### src/rtl/fifo_wr_arbiter_pkg.sv
// Shared types and helpers for the FIFO write-port arbiter.
package fifo_wr_arbiter_pkg;

  typedef enum logic {
    ST_IDLE  = 1'b0,
    ST_BURST = 1'b1
  } state_e;

  function automatic int unsigned calc_id_w(input int unsigned n);
    return (n <= 2) ? 1 : $clog2(n);
  endfunction

  function automatic int unsigned inc_mod(input int unsigned v, input int unsigned n);
    return (v + 1 >= n) ? 0 : v + 1;
  endfunction

endpackage

### src/rtl/fifo_wr_arbiter_rr_pick.sv
// Combinational round-robin picker: first set request at or after i_start, wrapping mod N_REQ.
module fifo_wr_arbiter_rr_pick
  import fifo_wr_arbiter_pkg::*;
#(
  parameter int unsigned N_REQ = 4,
  parameter int unsigned ID_W  = 2
) (
  input  logic [N_REQ-1:0] i_req,
  input  logic [ID_W-1:0]  i_start,
  output logic             o_found,
  output logic [ID_W-1:0]  o_winner
);

  always_comb begin
    int unsigned v_idx;
    o_found  = 1'b0;
    o_winner = '0;
    v_idx    = 0;
    for (int unsigned k = 0; k < N_REQ; k++) begin
      // i_start is always < N_REQ, so one subtraction is enough to wrap
      v_idx = 32'(i_start) + k;
      if (v_idx >= N_REQ) v_idx = v_idx - N_REQ;
      if (!o_found && i_req[ID_W'(v_idx)]) begin
        o_found  = 1'b1;
        o_winner = ID_W'(v_idx);
      end
    end
  end

endmodule

### src/rtl/fifo_wr_arbiter.sv
// Round-robin, burst-bounded arbiter sharing one FIFO write port; words are tagged with source ID.
module fifo_wr_arbiter
  import fifo_wr_arbiter_pkg::*;
#(
  parameter  int unsigned N_REQ  = 4,
  parameter  int unsigned DATA_W = 8,
  parameter  int unsigned BURST  = 4,
  localparam int unsigned ID_W   = calc_id_w(N_REQ)
) (
  input  logic                    clk,
  input  logic                    rst_n,
  input  logic [N_REQ-1:0]        req,
  input  logic [N_REQ*DATA_W-1:0] data,
  input  logic                    fifo_full,
  output logic [N_REQ-1:0]        grant,
  output logic                    fifo_write,
  output logic [ID_W+DATA_W-1:0]  fifo_in,
  output logic                    busy,
  output logic [ID_W-1:0]         owner
);

  localparam int unsigned CNT_W = $clog2(BURST + 1);

  state_e            r_state, w_state_nx;
  logic [ID_W-1:0]   r_rr_ptr, w_rr_ptr_nx;
  logic [ID_W-1:0]   r_owner, w_owner_nx;
  logic [CNT_W-1:0]  r_cnt, w_cnt_nx, w_cnt_inc;
  logic [ID_W-1:0]   w_owner_inc, w_start, w_win, w_gnt_id;
  logic              w_found, w_gnt_vld;
  logic [DATA_W-1:0] w_data [N_REQ];

  always_comb begin
    for (int unsigned i = 0; i < N_REQ; i++) w_data[i] = data[i*DATA_W +: DATA_W];
  end

  assign w_owner_inc = ID_W'(inc_mod(32'(r_owner), N_REQ));
  assign w_cnt_inc   = r_cnt + CNT_W'(1);
  // One picker serves both IDLE arbitration and early release from a burst
  assign w_start     = (r_state == ST_BURST) ? w_owner_inc : r_rr_ptr;

  fifo_wr_arbiter_rr_pick #(
    .N_REQ (N_REQ),
    .ID_W  (ID_W)
  ) u_rr_pick (
    .i_req    (req),
    .i_start  (w_start),
    .o_found  (w_found),
    .o_winner (w_win)
  );

  always_comb begin
    w_state_nx  = r_state;
    w_rr_ptr_nx = r_rr_ptr;
    w_owner_nx  = r_owner;
    w_cnt_nx    = r_cnt;
    w_gnt_vld   = 1'b0;
    w_gnt_id    = '0;
    if (rst_n && !fifo_full) begin
      if (r_state == ST_BURST && req[r_owner]) begin
        w_gnt_vld = 1'b1;
        w_gnt_id  = r_owner;
        w_cnt_nx  = w_cnt_inc;
        if (w_cnt_inc == CNT_W'(BURST)) begin
          w_state_nx  = ST_IDLE;
          w_rr_ptr_nx = w_owner_inc;
          w_owner_nx  = '0;
          w_cnt_nx    = '0;
        end
      end else if (w_found) begin
        w_gnt_vld = 1'b1;
        w_gnt_id  = w_win;
        if (BURST == 1) begin
          w_rr_ptr_nx = ID_W'(inc_mod(32'(w_win), N_REQ));
        end else begin
          w_state_nx = ST_BURST;
          w_owner_nx = w_win;
          w_cnt_nx   = CNT_W'(1);
        end
      end else if (r_state == ST_BURST) begin
        w_state_nx  = ST_IDLE;
        w_rr_ptr_nx = w_owner_inc;
        w_owner_nx  = '0;
        w_cnt_nx    = '0;
      end
    end
  end

  always_ff @(posedge clk or negedge rst_n) begin
    if (!rst_n) begin
      r_state  <= ST_IDLE;
      r_rr_ptr <= '0;
      r_owner  <= '0;
      r_cnt    <= '0;
    end else begin
      r_state  <= w_state_nx;
      r_rr_ptr <= w_rr_ptr_nx;
      r_owner  <= w_owner_nx;
      r_cnt    <= w_cnt_nx;
    end
  end

  assign grant      = w_gnt_vld ? (N_REQ'(1) << w_gnt_id) : '0;
  assign fifo_write = w_gnt_vld;
  assign fifo_in    = w_gnt_vld ? {w_gnt_id, w_data[w_gnt_id]} : '0;
  assign busy       = (r_state == ST_BURST);
  assign owner      = r_owner;

endmodule

### config.mk
export PLATFORM = sky130hd
export DESIGN_NAME = fifo_wr_arbiter
export DESIGN_NICKNAME = d
export VERILOG_FILES = /design/src/rtl/fifo_wr_arbiter_pkg.sv /design/src/rtl/fifo_wr_arbiter_rr_pick.sv /design/src/rtl/fifo_wr_arbiter.sv
export SDC_FILE = /design/constraint.sdc
export NUM_CORES = 1
export LEC_CHECK = 0
export BUFFER_PORTS_ARGS = -buffer_cell sky130_fd_sc_hd__buf_2
export CAP_MARGIN = 20
export CELL_PAD_IN_SITES_DETAIL_PLACEMENT = 0
export CELL_PAD_IN_SITES_GLOBAL_PLACEMENT = 1
export CORE_MARGIN = 3
export CORE_UTILIZATION = 33
export CTS_CLUSTER_DIAMETER = 40
export DETAILED_ROUTE_END_ITERATION = 12
export GPL_ROUTABILITY_DRIVEN = 0
export PLACE_DENSITY = 0.95
export SKIP_LAST_GASP = 1
export SYNTH_ARGS = -nofsm -noshare
export SYNTH_HDL_FRONTEND = slang
export SYNTH_SLANG_ARGS = --single-unit
### constraint.sdc
create_clock -name clk -period 7.3 [get_ports clk]
set_clock_uncertainty 0.1 [all_clocks]
set_input_delay 1.46 -clock clk [delete_from_list [all_inputs] [get_ports clk]]
set_output_delay 1.46 -clock clk [all_outputs]
set_load 0.1 [all_outputs]
==> impl_results.md, run 1 <==
* Maximum achievable frequency at 191 MHz
* Post-DRT Antenna Nets at 0
* Leading cell type by number of instances after synthesis: sky130_fd_sc_hd__nor2_1
* Post-Route Hold Slack at 453 ps
* Share of synthesized area spent on multiplexers at 18.9%
* CTS buffer count at 3
* Warnings, synthesis at 0
* Number of antenna violations at the first check in global routing at 0
* Critical path, cell by cell: buf_2 -> nand2b_1 -> a21oi_1 -> nand2_1 -> o22ai_1 -> buf_2
* Number of core rows at 19
* TritonCTS clock tree: done
* Post-synthesis cell area at 1020 um2
* Leakage power total at 0.693 nW
* Number of global-route vias before repair at 1094
* Initial core utilization at 35.9%
* Vias after detailed routing at 1160
* Dominant combinational cell family by area after synthesis: simple AND/OR/NAND/NOR gates
* Number of iterations in the first detailed-routing pass at 4
* Commonest cells post-synth: 23 x sky130_fd_sc_hd__nor2_1, 10 x sky130_fd_sc_hd__a21oi_1, 10 x sky130_fd_sc_hd__mux2i_1, 9 x sky130_fd_sc_hd__o22ai_1
* Placed Cells at 209
* Post-placement setup slack at 2030 ps
* Peak supply drop at 0.172 mV
* Post-Synth XOR/XNOR Area at 0.856%
* Largest fanout on the critical path at 13
* Summed negative setup slack over all endpoints at 0 ps
* Clock share of power at 5.1%
* Slowest stage cell, crit path: sky130_fd_sc_hd__a21oi_1
* Clock Latency Late Sink at 250 ps
* Unique masters post-synth at 37
* Average cell area after synthesis at 8.00 um2
* Class of the most critical hold timing path: reg -> reg
* Synth area leaders: sky130_fd_sc_hd__dfrtp_1 20%, sky130_fd_sc_hd__mux2i_1 9.8%, sky130_fd_sc_hd__nor2_1 8.4%
* Overall routed net length at 2.97 mm
* Floorplan die area at 3810 um2
* Max transition margin at 57.4%
* Num Clock Sinks at 8
* Filler cell count in the final layout at 292
* Switching share of total power at 63.6%
* Critical path endpoint category: output port
* Library cell used as clock root buffer: sky130_fd_sc_hd__clkbuf_4
* Number of hold buffers added after cts at 0
* CP peak stage delay at 600 ps
* Number of enable-type register cells in the synthesized netlist at 0
* Proportion of power drawn by flip-flops and latches at 15.7%
* Area growth syn-to-layout at 30.1%
* Adder-cell share of the synthesized area at 3.67%
* Register-to-Register Setup Slack at 5010 ps
* First-pass GRT wire length at 4.41 mm
* Area share of the largest cell type after synthesis at 19.6%
* Final Max Tran Viols at 0
* Synthesized-area fraction occupied by ao, oa, aoi and oai cells at 25.8%
* Fraction of layout cells with a size suffix above 1 at 39.2%
* Remaining Overflow, GRT at 0
* Number of maximum-capacitance violations at 0
* Period Utilization, post-route at 71.9%
* Inserted Diodes at 0
* Data arrival time of the worst path at 3690 ps
* Overall die height at 61.7 um
* Maximum number of buffers from clock root to sink at 2
* Post-detail-place hpwl at 2.49 mm
* Clock slew seen by the registers of the worst setup and hold paths at 50 ps
* PwrDens at 469 nW/um2
* Post-CTS setup-driven buffer insertion count at 0
* Unrepaired setup endpoints after global routing: false
* Basic-gate share of the synthesized area counting and, or, nand and nor cells at 26.4%
* Total GRT Usage at 15.2%
* Clock period minus final worst setup slack at 5250 ps
* P_int at 0.227 mW
* Synthesized net count at 170
* Number of nets in the layout at 225
* Core Area at 2850 um2
* Most area-hungry cell type in the Yosys netlist: sky130_fd_sc_hd__dfrtp_1
* # DRC at 0
* Routed wirelength normalized by instance count at 14.0 um
* Final Hold Viols at 0
* Proportion of synthesized chip area in sequential cells at 19.6%
* Top flip-flop cell by instance count after synthesis: sky130_fd_sc_hd__dfrtp_1
* Type of the setup path with the least slack: in -> out
* Async set-reset flop share out of synthesis at 100%
* Pin count of the biggest net entering global routing at 22
* Run status: finished, final reports clean
* Flops & latches, synth at 8
* Number of cells in the finished layout apart from fillers at 212
* Count of buffers inserted at the top-level ports at 56
* Setup ws final at 2050 ps
* Final count of negative-setup-slack endpoints at 0
* Width of the die at 61.7 um
* Combinational share of power at 79.2%
* I/O Pins at 57
* First-iteration detailed-routing DRC count at 113
* Startpoint kind of the worst setup timing path: input port
* Sw Pwr at 0.397 mW
* Resized Gates After CTS at 0
* Worst path most repeated cell: sky130_fd_sc_hd__buf_2
* Routed via count divided by cell count at 5.47
* Required time worst endpoint at 5740 ps
* Gate count of the mapped netlist at 128
* Number of levels the H-tree was split into at 1
* Measured slew at the worst slew-check pin at 639 ps
## routing by layer
layer  GRT usage (%)  vias up  routed length [um]
met5               0        -                   0
met3            2.69        6                 135
met2            29.3       36                1630
met1            16.6      546                1180
li1                -      572                   -
met4            5.15        0                  34
## flip-flops by register name, summed over array words and instances (netlist names)
register	flops
owner	2
busy	1
r_cnt	3
r_rr_ptr	2
## through the flow
stage | power (mW) | util [%] | cell area (um2)
global route | 0.670 | 46.7 | 1330
detailed placement | 0.593 | 45.9 | 1310
finish | 0.624 | 46.7 | 1330
floorplan | 0.516 | - | 1020
CTS | 0.626 | 46.7 | 1330
global placement | 0.578 | 45.9 | 1310
## layout by cell type (no fill, tap or decap), types with 2 or more instances in the layout
master / synthesis / layout
sky130_fd_sc_hd__o21ai_0: 2 / 2
sky130_fd_sc_hd__o22ai_1: 9 / 9
sky130_fd_sc_hd__a21oi_1: 10 / 10
sky130_fd_sc_hd__inv_1: 2 / 2
sky130_fd_sc_hd__and3_1: 2 / 2
sky130_fd_sc_hd__inv_2: 2 / 2
sky130_fd_sc_hd__nand2_1: 8 / 8
sky130_fd_sc_hd__ha_1: 3 / 3
sky130_fd_sc_hd__nand2b_1: 5 / 5
sky130_fd_sc_hd__a32o_1: 2 / 2
sky130_fd_sc_hd__a22oi_4: 2 / 2
sky130_fd_sc_hd__dfrtp_1: 8 / 8
sky130_fd_sc_hd__o21ai_1: 2 / 2
sky130_fd_sc_hd__nor3_1: 2 / 2
sky130_fd_sc_hd__and2_1: 4 / 4
sky130_fd_sc_hd__mux2i_1: 10 / 10
sky130_fd_sc_hd__mux2_2: 4 / 4
sky130_fd_sc_hd__buf_2: 3 / 56
sky130_fd_sc_hd__mux2_1: 3 / 3
sky130_fd_sc_hd__nor2b_1: 5 / 5
sky130_fd_sc_hd__nor2_1: 23 / 23
sky130_fd_sc_hd__clkbuf_4: 0 / 3
## critical path, delay by kind of cell
kind,cells,cell delay [ps]
AOI/OAI and AO/OA,2,820
buffers and inverters,2,660
and+or+nand+nor,2,740
## power by group through the flow
stage | combinational, mW | sequential (mW) | clock, mW
5_1_grt | 0.531 | 0.101 | 0.0381
6_report | 0.494 | 0.0978 | 0.0318
3_3_place_gp | 0.484 | 0.0943 | 0
4_1_cts | 0.495 | 0.0974 | 0.0336
3_5_place_dp | 0.495 | 0.0980 | 0
2_1_floorplan | 0.382 | 0.134 | 0
## kinds of logic after synthesis
group | after synthesis
adder cells (fa/ha/maj) | 3
flip-flops | 8
AND/OR/NAND/NOR | 52
buffers and inverters | 10
AO/OA/AOI/OAI | 36
multiplexers | 18
XOR/XNOR | 1
## area by class of cell
cell class | count | area, um2 | share of cell area [%]
clock buffer | 3 | 22.5 | 1.69
inverter | 4 | 15.0 | 1.13
multi-input combinational | 110 | 774 | 58.2
sequential | 8 | 200 | 15.0
tap | 31 | 38.8 | 2.91
timing repair buffer | 56 | 280 | 21.1
## worst paths after layout
check                         endpoint  cells after the start  startpoint
max                         fifo_in[1]                      6       rst_n
max in group asynchronous     owner[1]                      1       rst_n
min reg2reg                   r_cnt[2]                      2    r_cnt[2]
min                           r_cnt[2]                      2    r_cnt[2]
min in group asynchronous     r_cnt[2]                      1       rst_n
max reg2reg                r_rr_ptr[0]                      6        busy
Note: power is estimated with default switching activity, not from simulation.
==> inputs of run 2 (changes only) <==
Settings changed: CORE_UTILIZATION 33 to 27, PLACE_DENSITY 0.95 to 0.85.
Clock period 7.3 ns to 4.8 ns, I/O delays scaled along.
==> impl_results.md, run 2 (synthesis results as in run 1) <==
* Run status: finished, final reports clean
* Number of iterations in the first detailed-routing pass at 4 (unchanged)
* Maximum achievable frequency at 238 MHz
* Largest Register: r_cnt
* Routed via count divided by cell count at 4.82 (-12%)
* Clock slew seen by the registers of the worst setup and hold paths at 40 ps (about the same)
* Area growth syn-to-layout at 35.6%
* Critical path endpoint category: output port
* Total GRT Usage at 12.3% (-2.9 points)
* Max transition margin at 58.8% (+1.4 points)
* TritonCTS clock tree: done
* Post-Route Hold Slack at 407 ps (-46.9 ps)
* Number of antenna violations at the first check in global routing at 0 (unchanged)
* Unrepaired setup endpoints after global routing: false
* First-pass GRT wire length at 4.40 mm (-0.32%)
* Routed wirelength normalized by instance count at 12.8 um (-8.8%)
* Number of levels the H-tree was split into at 1 (unchanged)
* Final count of negative-setup-slack endpoints at 0 (unchanged)
* Highest-count cells in the layout ignoring fill and taps: 56 x sky130_fd_sc_hd__buf_2, 23 x sky130_fd_sc_hd__nor2_1, 10 x sky130_fd_sc_hd__mux2i_1
* Width of the die at 67.6 um (+9.5%)
* Maximum number of buffers from clock root to sink at 2 (unchanged)
* Overall routed net length at 2.92 mm (-1.9%)
* Leakage power total at 0.707 nW (+2.0%)
* Final Hold Viols at 0 (unchanged)
* Critical path, cell by cell: ha_1 -> and2_1 -> o32ai_1 -> nor3_2 -> a22oi_4 -> nor2_8 -> mux2i_1 -> o22ai_1 -> buf_2
* Post-DRT Antenna Nets at 0 (unchanged)
* Core Area at 3490 um2 (+22%)
* Measured slew at the worst slew-check pin at 618 ps (-21.2 ps)
* Number of hold buffers added after cts at 0 (unchanged)
* Number of nets in the layout at 226 (+0.44%)
* Startpoint kind of the worst setup timing path: register
* Floorplan die area at 4570 um2 (+20%)
* Pin count of the biggest net entering global routing at 22 (unchanged)
* Count of buffers inserted at the top-level ports at 56 (unchanged)
* Final Max Tran Viols at 0 (unchanged)
* Most frequent standard cell in the layout excluding fill and tap cells: sky130_fd_sc_hd__buf_2
* Peak supply drop at 0.232 mV (+35%)
* First-iteration detailed-routing DRC count at 51 (-55%)
* Initial core utilization at 29.3% (-6.6 points)
* Number of maximum-capacitance violations at 0 (unchanged)
* Number of core rows at 21 (+2)
* Setup ws final at 596 ps (-1460 ps)
* Overall die height at 67.6 um (+9.5%)
* CP peak stage delay at 520 ps (-80 ps)
* Data arrival time of the worst path at 3140 ps (-550 ps)
* Inserted Diodes at 0 (unchanged)
* Vias after detailed routing at 1099 (-5.3%)
* Largest fanout on the critical path at 21 (+8)
* Slowest stage cell, crit path: sky130_fd_sc_hd__a22oi_4
* PwrDens at 705 nW/um2 (+50%)
* Final Total Pwr at 0.978 mW (+57%)
* I/O Pins at 57 (unchanged)
* Post-placement setup slack at 616 ps (-1410 ps)
* CTS buffer count at 3 (unchanged)
* Placed Cells at 225 (+7.7%)
* Class of the most critical hold timing path: reg -> reg
* Period Utilization, post-route at 87.6%
* Library cell used as clock root buffer: sky130_fd_sc_hd__clkbuf_8
* Clock Latency Late Sink at 220 ps (-30 ps)
* Post-CTS setup-driven buffer insertion count at 0 (unchanged)
* Fraction of layout cells with a size suffix above 1 at 41.2% (+2.0 points)
* Remaining Overflow, GRT at 0 (unchanged)
* Clock period minus final worst setup slack at 4200 ps
* Resized Gates After CTS at 0 (unchanged)
* Required time worst endpoint at 3740 ps (-2000 ps)
* Number of cells in the finished layout apart from fillers at 228 (+7.5%)
* Gate family responsible for the most delay along the worst path: compound AO/OA/AOI/OAI gates
* Buffers and inverters on the worst path at 1 (-1)
* Number of global-route vias before repair at 948 (-13%)
* # DRC at 0 (unchanged)
* Flip-flop count of the largest register, all copies and words added at 3 (unchanged)
* Summed negative setup slack over all endpoints at 0 ps (unchanged)
* Num Clock Sinks at 8 (unchanged)
* Post-detail-place hpwl at 2.33 mm (-6.5%)
* Type of the setup path with the least slack: reg -> out
[run 2: cell count changes in the layout (fill, tap and decap cells not counted)]
| cell | previous run | this run |
|---|---|---|
| sky130_fd_sc_hd__a21oi_2 | 0 | 1 |
| sky130_fd_sc_hd__nor2b_1 | 5 | 4 |
| sky130_fd_sc_hd__clkbuf_8 | 0 | 3 |
| sky130_fd_sc_hd__buf_4 | 0 | 1 |
| sky130_fd_sc_hd__clkbuf_4 | 3 | 0 |
| sky130_fd_sc_hd__nor3_1 | 2 | 1 |
| sky130_fd_sc_hd__a21oi_1 | 10 | 9 |
| sky130_fd_sc_hd__nor2b_2 | 0 | 1 |
| sky130_fd_sc_hd__nor3_2 | 1 | 2 |
[run 2: where the power goes]
part / total, mW / internal, mW / switching, mW
registers: 0.147 / 0.0959 / 0.0512
logic: 0.754 / 0.223 / 0.531
clock network: 0.0773 / 0.0540 / 0.0232
total: 0.978 / 0.373 / 0.605
[run 2: final cells by class]
class                           count  area [um2]
Tap cell                           46        57.6
Clock buffer                        3        41.3
Sequential cell                     8         200
Inverter                            4        15.0
Fill cell                         356        2110
Timing Repair Buffer               57         288
Multi-Input combinational cell    110         786
[run 2: metrics by stage]
| step | utilization [%] | area (um2) |
|---|---|---|
| 3_3_place_gp | 38.5 | 1350 |
| 4_1_cts | 39.7 | 1390 |
| 6_report | 39.7 | 1390 |
| 3_5_place_dp | 38.5 | 1350 |
| 2_1_floorplan | - | 1030 |
| 5_1_grt | 39.7 | 1390 |
[run 2: worst reg2reg max path, stage by stage, from the launching register on]
cell and delay (ps):
sky130_fd_sc_hd__dfrtp_1 450, sky130_fd_sc_hd__mux2_2 410, sky130_fd_sc_hd__a22oi_4 310, sky130_fd_sc_hd__a21o_1 180, sky130_fd_sc_hd__nor2b_1 190, sky130_fd_sc_hd__and3_1 220
sky130_fd_sc_hd__mux2_1 340
[run 2: metal layers]
layer	up-vias	track usage (%)	share of wire, %
met3	2	2.50	2.3
met4	0	3.80	0.41
met5	-	0	0
met1	506	17.0	47
li1	576	-	-
met2	15	19.0	50
[run 2: worst paths after layout]
| kind | start | to | slack [ps] | cells past startpoint |
|---|---|---|---|---|
| max in group asynchronous | rst_n | r_rr_ptr[0] | 3930 | 1 |
| worst min register to register | r_cnt[1] | r_cnt[1] | 410 | 2 |
| worst min-delay path | r_cnt[1] | r_cnt[1] | 410 | 2 |
| worst max register to register | owner[1] | r_rr_ptr[0] | 2480 | 6 |
| min in group asynchronous | rst_n | r_cnt[0] | 480 | 1 |
| worst max-delay path | owner[0] | fifo_in[3] | 600 | 9 |
==> inputs of run 3 (changes only) <==
Settings changed: CTS_CLUSTER_DIAMETER 40 to unset, MAX_ROUTING_LAYER set to met4.
==> impl_results.md, run 3 (synthesis results as in run 1) <==
* Buffers and inverters on the worst path at 2 (+1)
* Peak supply drop at 0.232 mV (about the same)
* Clock Latency Late Sink at 220 ps (about the same)
* Startpoint kind of the worst setup timing path: input port
* First-iteration detailed-routing DRC count at 40 (-22%)
* Period Utilization, post-route at 87.4% (-0.23 points)
* Sw Pwr at 0.604 mW (-0.28%)
* Slowest stage cell, crit path: sky130_fd_sc_hd__buf_2
* Maximum achievable frequency at 239 MHz (+0.27%)
* Core Area at 3490 um2 (unchanged)
* Class of the most critical hold timing path: reg -> reg
* Clock period minus final worst setup slack at 4190 ps (-11.2 ps)
* P_int at 0.373 mW (about the same)
* Register-to-Register Setup Slack at 2480 ps (about the same)
* Remaining Overflow, GRT at 0 (unchanged)
* Largest fanout on the critical path at 21 (unchanged)
* Initial core utilization at 29.3% (unchanged)
* I/O Pins at 57 (unchanged)
* Highest-count cells in the layout ignoring fill and taps: 56 x sky130_fd_sc_hd__buf_2, 23 x sky130_fd_sc_hd__nor2_1, 10 x sky130_fd_sc_hd__mux2i_1
* Filler cell count in the final layout at 356 (unchanged)
* Final count of negative-setup-slack endpoints at 0 (unchanged)
* Post-Place Cell Area at 1350 um2 (unchanged)
* Floorplan die area at 4570 um2 (unchanged)
* Width of the die at 67.6 um (unchanged)
* Post-DRT Antenna Nets at 0 (unchanged)
* Type of the setup path with the least slack: in -> out
* Number of global-route vias before repair at 955 (+0.74%)
* Summed negative setup slack over all endpoints at 0 ps (unchanged)
* Number of nets in the layout at 226 (unchanged)
* Run status: finished, final reports clean
* Number of maximum-capacitance violations at 0 (unchanged)
* Largest Register: r_cnt
* Overall routed net length at 2.89 mm (-0.86%)
* Pin count of the biggest net entering global routing at 22 (unchanged)
* Number of cells in the finished layout apart from fillers at 228 (unchanged)
* Leakage power total at 0.707 nW (unchanged)
* Count of buffers inserted at the top-level ports at 56 (unchanged)
* Switching share of total power at 61.8% (about the same)
* Setup ws final at 607 ps (+11.2 ps)
* Final Total Pwr at 0.977 mW (-0.18%)
* Critical path endpoint category: output port
* # DRC at 0 (unchanged)
* Min-Delay Startpoint: r_cnt[1]
* Measured slew at the worst slew-check pin at 613 ps (-5.48 ps)
* Number of iterations in the first detailed-routing pass at 4 (unchanged)
* Clock share of power at 7.9% (about the same)
* Max transition margin at 59.2% (+0.37 points)
* CTS buffer count at 3 (unchanged)
* Maximum number of buffers from clock root to sink at 2 (unchanged)
* Placed Cells at 225 (unchanged)
* Combinational share of power at 77.0% (about the same)
* Unrepaired setup endpoints after global routing: false
* Final Max Tran Viols at 0 (unchanged)
* Post-detail-place hpwl at 2.33 mm (unchanged)
* Vias after detailed routing at 1097 (-0.18%)
* Number of core rows at 21 (unchanged)
* Required time worst endpoint at 3740 ps (about the same)
* First-pass GRT wire length at 4.37 mm (-0.48%)
* Resized Gates After CTS at 0 (unchanged)
* Area growth syn-to-layout at 35.6% (unchanged)
* PwrDens at 704 nW/um2 (-0.18%)
* Worst Hold Endpoint: r_cnt[1]
* Post-layout instance area at 1390 um2 (unchanged)
* Number of hold buffers added after cts at 0 (unchanged)
* Routed via count divided by cell count at 4.81 (-0.18%)
* Fraction of layout cells with a size suffix above 1 at 41.2% (unchanged)
* Total GRT Usage at 12.5% (+0.21 points)
* Cells on worst reg2reg path at 6 (unchanged)
* Proportion of power drawn by flip-flops and latches at 15.1% (about the same)
* Clock slew seen by the registers of the worst setup and hold paths at 40 ps (about the same)
* Number of antenna violations at the first check in global routing at 0 (unchanged)
* Post-CTS setup-driven buffer insertion count at 0 (unchanged)
* Num Clock Sinks at 8 (unchanged)
* TritonCTS clock tree: done
* Routed wirelength normalized by instance count at 12.7 um (-0.86%)
* Library cell used as clock root buffer: sky130_fd_sc_hd__clkbuf_8
* Post-Route Hold Slack at 406 ps (-0.622 ps)
* Gate family responsible for the most delay along the worst path: compound AO/OA/AOI/OAI gates
* Overall die height at 67.6 um (unchanged)
* Critical path, cell by cell: buf_2 -> mux2_2 -> a22oi_4 -> and2_1 -> a22oi_4 -> nor2_8 -> mux2i_1 -> o22ai_1 -> buf_2
* Flip-flop count of the largest register, all copies and words added at 3 (unchanged)
* Start point of the critical path: req[2]
* Number of levels the H-tree was split into at 1 (unchanged)
* Startpoint of the lowest-slack register-to-register path: owner[1]
* Data arrival time of the worst path at 3130 ps (about the same)
* CP peak stage delay at 460 ps (-60 ps)
* Inserted Diodes at 0 (unchanged)
* Final Hold Viols at 0 (unchanged)
* Final Core Density at 39.7% (unchanged)
* Most frequent standard cell in the layout excluding fill and tap cells: sky130_fd_sc_hd__buf_2
* Post-placement setup slack at 616 ps (unchanged)
* Hold path depth at 2 (unchanged)
* FF-to-FF End: r_rr_ptr[0]
[run 3: cell counts in the layout (fill, tap and decap cells not counted)]
Identical to the previous run, type by type.
[run 3: layout make-up]
class                      count  area [um2]  share of cell area (%)
inverter                       4        15.0                    1.08
timing repair buffer          57         288                    20.7
multi-input combinational    110         786                    56.6
tap                           46        57.6                    4.15
sequential                     8         200                    14.4
clock buffer                   3        41.3                    2.98
[run 3: power groups by stage]
stage / Sequential [mW] / Combinational, mW / Clock [mW]
global route: 0.153 / 0.811 / 0.0858
floorplan: 0.204 / 0.585 / 0
global placement: 0.148 / 0.753 / 0
finish: 0.147 / 0.752 / 0.0770
CTS: 0.147 / 0.756 / 0.0805
detailed placement: 0.147 / 0.755 / 0
[run 3: how the worst max path moves through the flow]
stage / endpoint / cells past startpoint
4_1_cts: fifo_in[3] / 9
2_1_floorplan: fifo_in[0] / 5
6_report: fifo_in[3] / 9
5_1_grt: fifo_in[1] / 9
3_3_place_gp: fifo_in[7] / 9
3_5_place_dp: fifo_in[3] / 9
[run 3: routing by layer]
layer / global-route usage, % / part of all wire, % / up-vias
met5: - / 0 / -
li1: - / - / 576
met4: 3.80 / 0.41 / 0
met3: 2.00 / 2.3 / 2
met2: 19.1 / 51 / 15
met1: 16.8 / 46 / 504
[run 3: worst reg2reg max path: stages, from the launching register on]
cell                      delay [ps]
sky130_fd_sc_hd__dfrtp_1         450
sky130_fd_sc_hd__mux2_2          410
sky130_fd_sc_hd__a22oi_4         310
sky130_fd_sc_hd__a21o_1          180
sky130_fd_sc_hd__nor2b_1         190
sky130_fd_sc_hd__and3_1          220
sky130_fd_sc_hd__mux2_1          340
